$ cat config.mk
export PLATFORM = sky130hd
export DESIGN_NAME = pistormx_txn_queue
export DESIGN_NICKNAME = d
export VERILOG_FILES = /design/src/rtl/pistormx_pkg.sv /design/src/rtl/pistormx_fifo_mem.sv /design/src/rtl/pistormx_txn_queue.sv
export SDC_FILE = /design/constraint.sdc
export NUM_CORES = 1
export LEC_CHECK = 0
export ABC_AREA = 1
export ABC_CLOCK_PERIOD_IN_PS = 3400
export BUFFER_PORTS_ARGS = -buffer_cell sky130_fd_sc_hd__buf_2
export CAP_MARGIN = 20
export CORE_ASPECT_RATIO = 0.6
export CORE_MARGIN = 8
export CORE_UTILIZATION = 52
export CTS_BUF_LIST = sky130_fd_sc_hd__clkbuf_8
export DETAILED_ROUTE_END_ITERATION = 10
export PLACE_DENSITY = 0.82
export SLEW_MARGIN = 20
export SYNTH_ARGS = -nofsm -noshare
export SYNTH_HDL_FRONTEND = slang
export SYNTH_SLANG_ARGS = --single-unit
$ cat constraint.sdc
create_clock -name M68K_CLK -period 3.4 [get_ports M68K_CLK]
set_clock_uncertainty 0.2 [all_clocks]
set_input_delay 0.51 -clock M68K_CLK [delete_from_list [all_inputs] [get_ports M68K_CLK]]
set_output_delay 0.51 -clock M68K_CLK [all_outputs]
set_load 0.05 [all_outputs]
$ cat src/rtl/pistormx_pkg.sv
// Shared PistormX types: queued bus-operation record and Pi register map.
// Pure declarations, no logic.
package pistormx_pkg;

    localparam int TXN_AW = 23;
    localparam int TXN_DW = 16;

    typedef struct packed {
        logic [TXN_AW-1:0] a;
        logic              a0;
        logic              sz;
        logic              rw;
        logic [TXN_DW-1:0] wdata;
    } txn_t;

    localparam logic [1:0] REG_DATA    = 2'd0;
    localparam logic [1:0] REG_ADDR_LO = 2'd1;
    localparam logic [1:0] REG_ADDR_HI = 2'd2;
    localparam logic [1:0] REG_STATUS  = 2'd3;

endpackage

$ cat src/rtl/pistormx_fifo_mem.sv
// Transaction storage array: one synchronous write port, one asynchronous read port.
// Latency: write visible on the read port the cycle after the write edge; read is combinational.
// Backpressure: none here, the owner guarantees writes only target free slots.
module pistormx_fifo_mem
    import pistormx_pkg::*;
#(
    parameter int DEPTH = 4,
    parameter int WIDTH = $bits(txn_t),
    localparam int IW   = $clog2(DEPTH)
) (
    input  logic             M68K_CLK,
    input  logic             we,
    input  logic [IW-1:0]    waddr,
    input  logic [WIDTH-1:0] wdata,
    input  logic [IW-1:0]    raddr,
    output logic [WIDTH-1:0] rdata
);

    logic [WIDTH-1:0] mem [DEPTH];

    always_ff @(posedge M68K_CLK) begin
        if (we) begin
            mem[waddr] <= wdata;
        end
    end

    assign rdata = mem[raddr];

endmodule

$ cat src/rtl/pistormx_txn_queue.sv
// DEPTH-entry FIFO of 68K bus operations between the Pi front-end and the bus-cycle engine.
// Latency: push visible on op_valid next cycle when idle; op_done updates pi_rdata/pi_busy next cycle.
// Backpressure: pushes while full are dropped and flagged on pi_ovf; PISTORMX_POSTED_WRITE_EN frees pi_busy on writes.
module pistormx_txn_queue
    import pistormx_pkg::*;
#(
    parameter int DEPTH = 4,
    parameter int AW    = 23,
    parameter int DW    = 16,
    localparam int IW   = $clog2(DEPTH),
    localparam int PW   = IW + 1
) (
    input  logic          M68K_CLK,
    input  logic          RESET_n,
    input  logic          pi_push,
    input  logic [AW-1:0] pi_addr,
    input  logic          pi_a0,
    input  logic          pi_sz,
    input  logic          pi_rw,
    input  logic [DW-1:0] pi_wdata,
    input  logic          pi_ovf_clr,
    output logic [DW-1:0] pi_rdata,
    output logic          pi_busy,
    output logic          pi_full,
    output logic          pi_ovf,
    output logic [PW-1:0] pi_level,
    output logic          op_valid,
    output logic [AW-1:0] op_a,
    output logic          op_a0,
    output logic          op_sz,
    output logic          op_rw,
    output logic [DW-1:0] op_wdata,
    input  logic          op_ready,
    input  logic          op_done,
    input  logic [DW-1:0] op_rdata
);

    localparam int TW = AW + DW + 3;

    logic [PW-1:0] wp, rp;
    logic          inflight, inflight_rd;
    logic          empty, full, pop, push_ok, drop, rd_done;
    logic [TW-1:0] head;

    assign empty    = (wp == rp);
    assign full     = (wp[PW-1] != rp[PW-1]) && (wp[IW-1:0] == rp[IW-1:0]);
    assign op_valid = !empty && !inflight;
    assign pop      = op_valid && op_ready;
    // A pop in the same cycle frees the slot the full-queue push writes into.
    assign push_ok  = pi_push && (!full || pop);
    assign drop     = pi_push && full && !pop;
    assign rd_done  = op_done && inflight && inflight_rd;

    assign pi_full  = full;
    assign pi_level = wp - rp;

    pistormx_fifo_mem #(.DEPTH(DEPTH), .WIDTH(TW)) u_mem (
        .M68K_CLK (M68K_CLK),
        .we       (push_ok),
        .waddr    (wp[IW-1:0]),
        .wdata    ({pi_addr, pi_a0, pi_sz, pi_rw, pi_wdata}),
        .raddr    (rp[IW-1:0]),
        .rdata    (head)
    );

    assign {op_a, op_a0, op_sz, op_rw, op_wdata} = head;

    always_ff @(posedge M68K_CLK) begin
        if (!RESET_n) begin
            wp          <= '0;
            rp          <= '0;
            inflight    <= 1'b0;
            inflight_rd <= 1'b0;
            pi_ovf      <= 1'b0;
            pi_rdata    <= '0;
        end else begin
            if (push_ok) wp <= wp + 1'b1;
            if (pop) begin
                rp          <= rp + 1'b1;
                inflight    <= 1'b1;
                inflight_rd <= op_rw;
            end else if (op_done && inflight) begin
                inflight <= 1'b0;
            end
            if (rd_done) pi_rdata <= op_rdata;
            if (drop) pi_ovf <= 1'b1;
            else if (pi_ovf_clr) pi_ovf <= 1'b0;
        end
    end

`ifdef PISTORMX_POSTED_WRITE_EN
    // Reads still queued plus the read in flight; up to DEPTH+1.
    logic [PW:0] rd_cnt;
    logic        rd_inc;

    assign rd_inc = push_ok && pi_rw;

    always_ff @(posedge M68K_CLK) begin
        if (!RESET_n) begin
            rd_cnt <= '0;
        end else if (rd_inc && !rd_done) begin
            rd_cnt <= rd_cnt + 1'b1;
        end else if (rd_done && !rd_inc) begin
            rd_cnt <= rd_cnt - 1'b1;
        end
    end

    assign pi_busy = (rd_cnt != '0) || full;
`else
    assign pi_busy = !empty || inflight;
`endif

endmodule

==> impl_metrics.yaml <==
place:
  place_congestion: 0.846
  post-dp-hpwl_um: 10500
  port-buffer-count: 128
sta:
  slew_violations: 0
  timing.fmax_mhz: 333
  hold_viol: 0
  worst_pin_slew_ps: 787
  period_share_pct: 88.4
  min_period_ps: 3010
  final.setup.tns_ps: 0
  rsz0062_at_grt: "no"
  holdWs_ps: 69.2
  slew_headroom_pct: 47.5
  setup-violations-final: 0
power_and_ir_drop:
  powerDensity_mw_per_mm2: 689
  power.leakage_nw: 3.23
  vdd_ir_drop_max_mv: 0.364
logic_synthesis:
  synth_nets: 644
  yosysWarnings: 0
  synth_area_per_cell_um2: 13.1
  synth_area_mm2: 0.00749
  synth_cell_types: 28
  synthCells: 572
  ys_ff_latch: 195
  yosysSeqAreaShare_pct: 74.6
layout:
  seq_area_mm2: 0.00559
  mostFrequentLayoutCell: "edfxtp_1"
  multi_input_area_mm2: 0.00160
  mostFrequentLayoutCells: "edfxtp_1 (168), buf_2 (128), nor2_1 (94), o21ai_0 (67), o22ai_1 (41)"
  nets: 769
  synthToLayoutAreaGrowth_pct: 16.7
  drive_gt1_share_pct: 26.6
  fillerInstances: 1096
hold_path:
  hp-class: "in2reg"
  min_from: "pi_wdata[13]"
clock_network:
  cts_buffers: 17
  cts_resized: 0
  clk_pin_slew_ps: 100
  ctsHoldBuffers: 0
  cts_tree: "yes"
  clockRootBuffer: "clkbuf_8"
  cts_sinks: 195
  htreeDepth: 4
  insertion_delay_ps: 450
  clock_path_buffers: 2
  cts_setup_buffers: 0
worst_setup_path:
  critPathRequiredTime_ps: 2690
  crit_type: "reg2out"
  slowest_delay_ps: 630
  crit_fanout: 84
  reg2reg_from: "wp[0]"
  worstPathArrival_ps: 2300
  critPathLaunchType: "flip-flop"
  slowest_stage: "buf_4"
  cp-end-kind: "output port"
  crit_chain: "buf_4 -> o21ai_0 -> o22ai_1 -> buf_2"
die:
  dieArea_mm2: 0.0186
  start_util_pct: 52.4
  num_rows: 34
  die_h_um: 109
  io_pins: 129
  coreArea_mm2: 0.0143
  die_x_um: 171
global_route:
  antenna_found_initial: 1
  grt_pass1_vias: 4806
  grt_util_all_layers_pct: 17.2
  overflow: 0
  grt_pass1_wl_um: 24500
  grt_max_degree: 85
outcome:
  status: "complete, no violations"
flow_run:
  drv_cap: 0
routing:
  wl_per_cell_um: 17.9
  drt_wl_total_um: 16300
  drt_iter0_markers: 361
  route.detailed.drc: 0
  vias_per_cell: 5.39
  final_antenna_net_count: 0
  vias: 4902
  dr.pass1.iters: 5
==> cells in the mapped netlist (all sizes together) <==
master	instances	share of area (%)
o21ai	101	6.8
o211ai	1	0.28
edfxtp	168	67
nand3	6	0.63
clkbuf	12	0.60
buf	19	1.8
dfxtp	27	7.2
nand2	24	1.5
nor2	97	4.9
fa	1	0.27
ha	7	1.2
xor2	1	0.12
nand4	1	0.084
inv	40	2.0
o22ai	42	3.6
or2	1	0.084
o2111ai	1	0.12
a21oi	23	1.5
==> flip-flops by register name (all words and copies together), names as in the netlist, named ones only <==
name         cells
u_mem.mem      168
pi_rdata        16
rp               3
wp               3
inflight         1
inflight_rd      1
pi_ovf           1
==> path summary, 6_finish.rpt <==
kind	to	cells past startpoint	slack [ps]
setup / recovery	op_a[11]	4	390
hold / removal	u_mem.mem[1][13]	1	70
setup reg to reg	u_mem.mem[3][38]	8	730
hold reg to reg	pi_rdata[7]	2	250
==> cell type report <==
cell class / count / share of cell area [%]
sequential: 195 / 63.9
multi-input combinational: 306 / 18.3
timing repair buffer: 137 / 8.39
tap: 198 / 2.83
clock buffer: 17 / 2.68
clock inverter: 15 / 2.16
inverter: 40 / 1.72
antenna: 1 / 0.0286
==> worst max-delay path: cells and delay by family (launching register included) <==
kind	cells	cell delay (ps)
buf+inv	2	970
flops	1	340
compound gates	2	540
==> cell families after synthesis <==
group	count (synthesis)	share of synthesized area, %
flip-flops	195	74.6
AO/OA/AOI/OAI	168	12.3
AND/OR/NAND/NOR	129	7.17
buffers and inverters	71	4.39
adder cells (fa/ha/maj)	8	1.44
XOR/XNOR	1	0.117
==> where the power goes <==
group	internal [mW]	switching (mW)
combinational	0.374	1.35
clock	0.690	0.849
sequential	2.72	0.0407
total	3.78	2.24
==> through the flow <==
step	util (%)	total power [mW]	cells	cell area, um^2	setup WS, ps
2_1_floorplan	-	4.09	572	7490	-173
3_3_place_gp	58.2	4.50	876	8320	852
3_5_place_dp	58.2	4.54	876	8320	723
4_1_cts	61.1	6.05	908	8740	362
5_1_grt	61.2	6.25	909	8740	209
6_report	61.2	6.02	909	8740	393
==> metal layers <==
| layer | vias to the layer above | global-route usage [%] | wire length (um) |
|---|---|---|---|
| li1 | 2312 | - | - |
| met1 | 2354 | 21.6 | 6900 |
| met2 | 213 | 29.0 | 7820 |
| met3 | 23 | 4.70 | 1390 |
| met4 | 0 | 5.19 | 201 |
| met5 | - | 0 | 0 |
No activity file was read; power rests on OpenSTA's default activity.
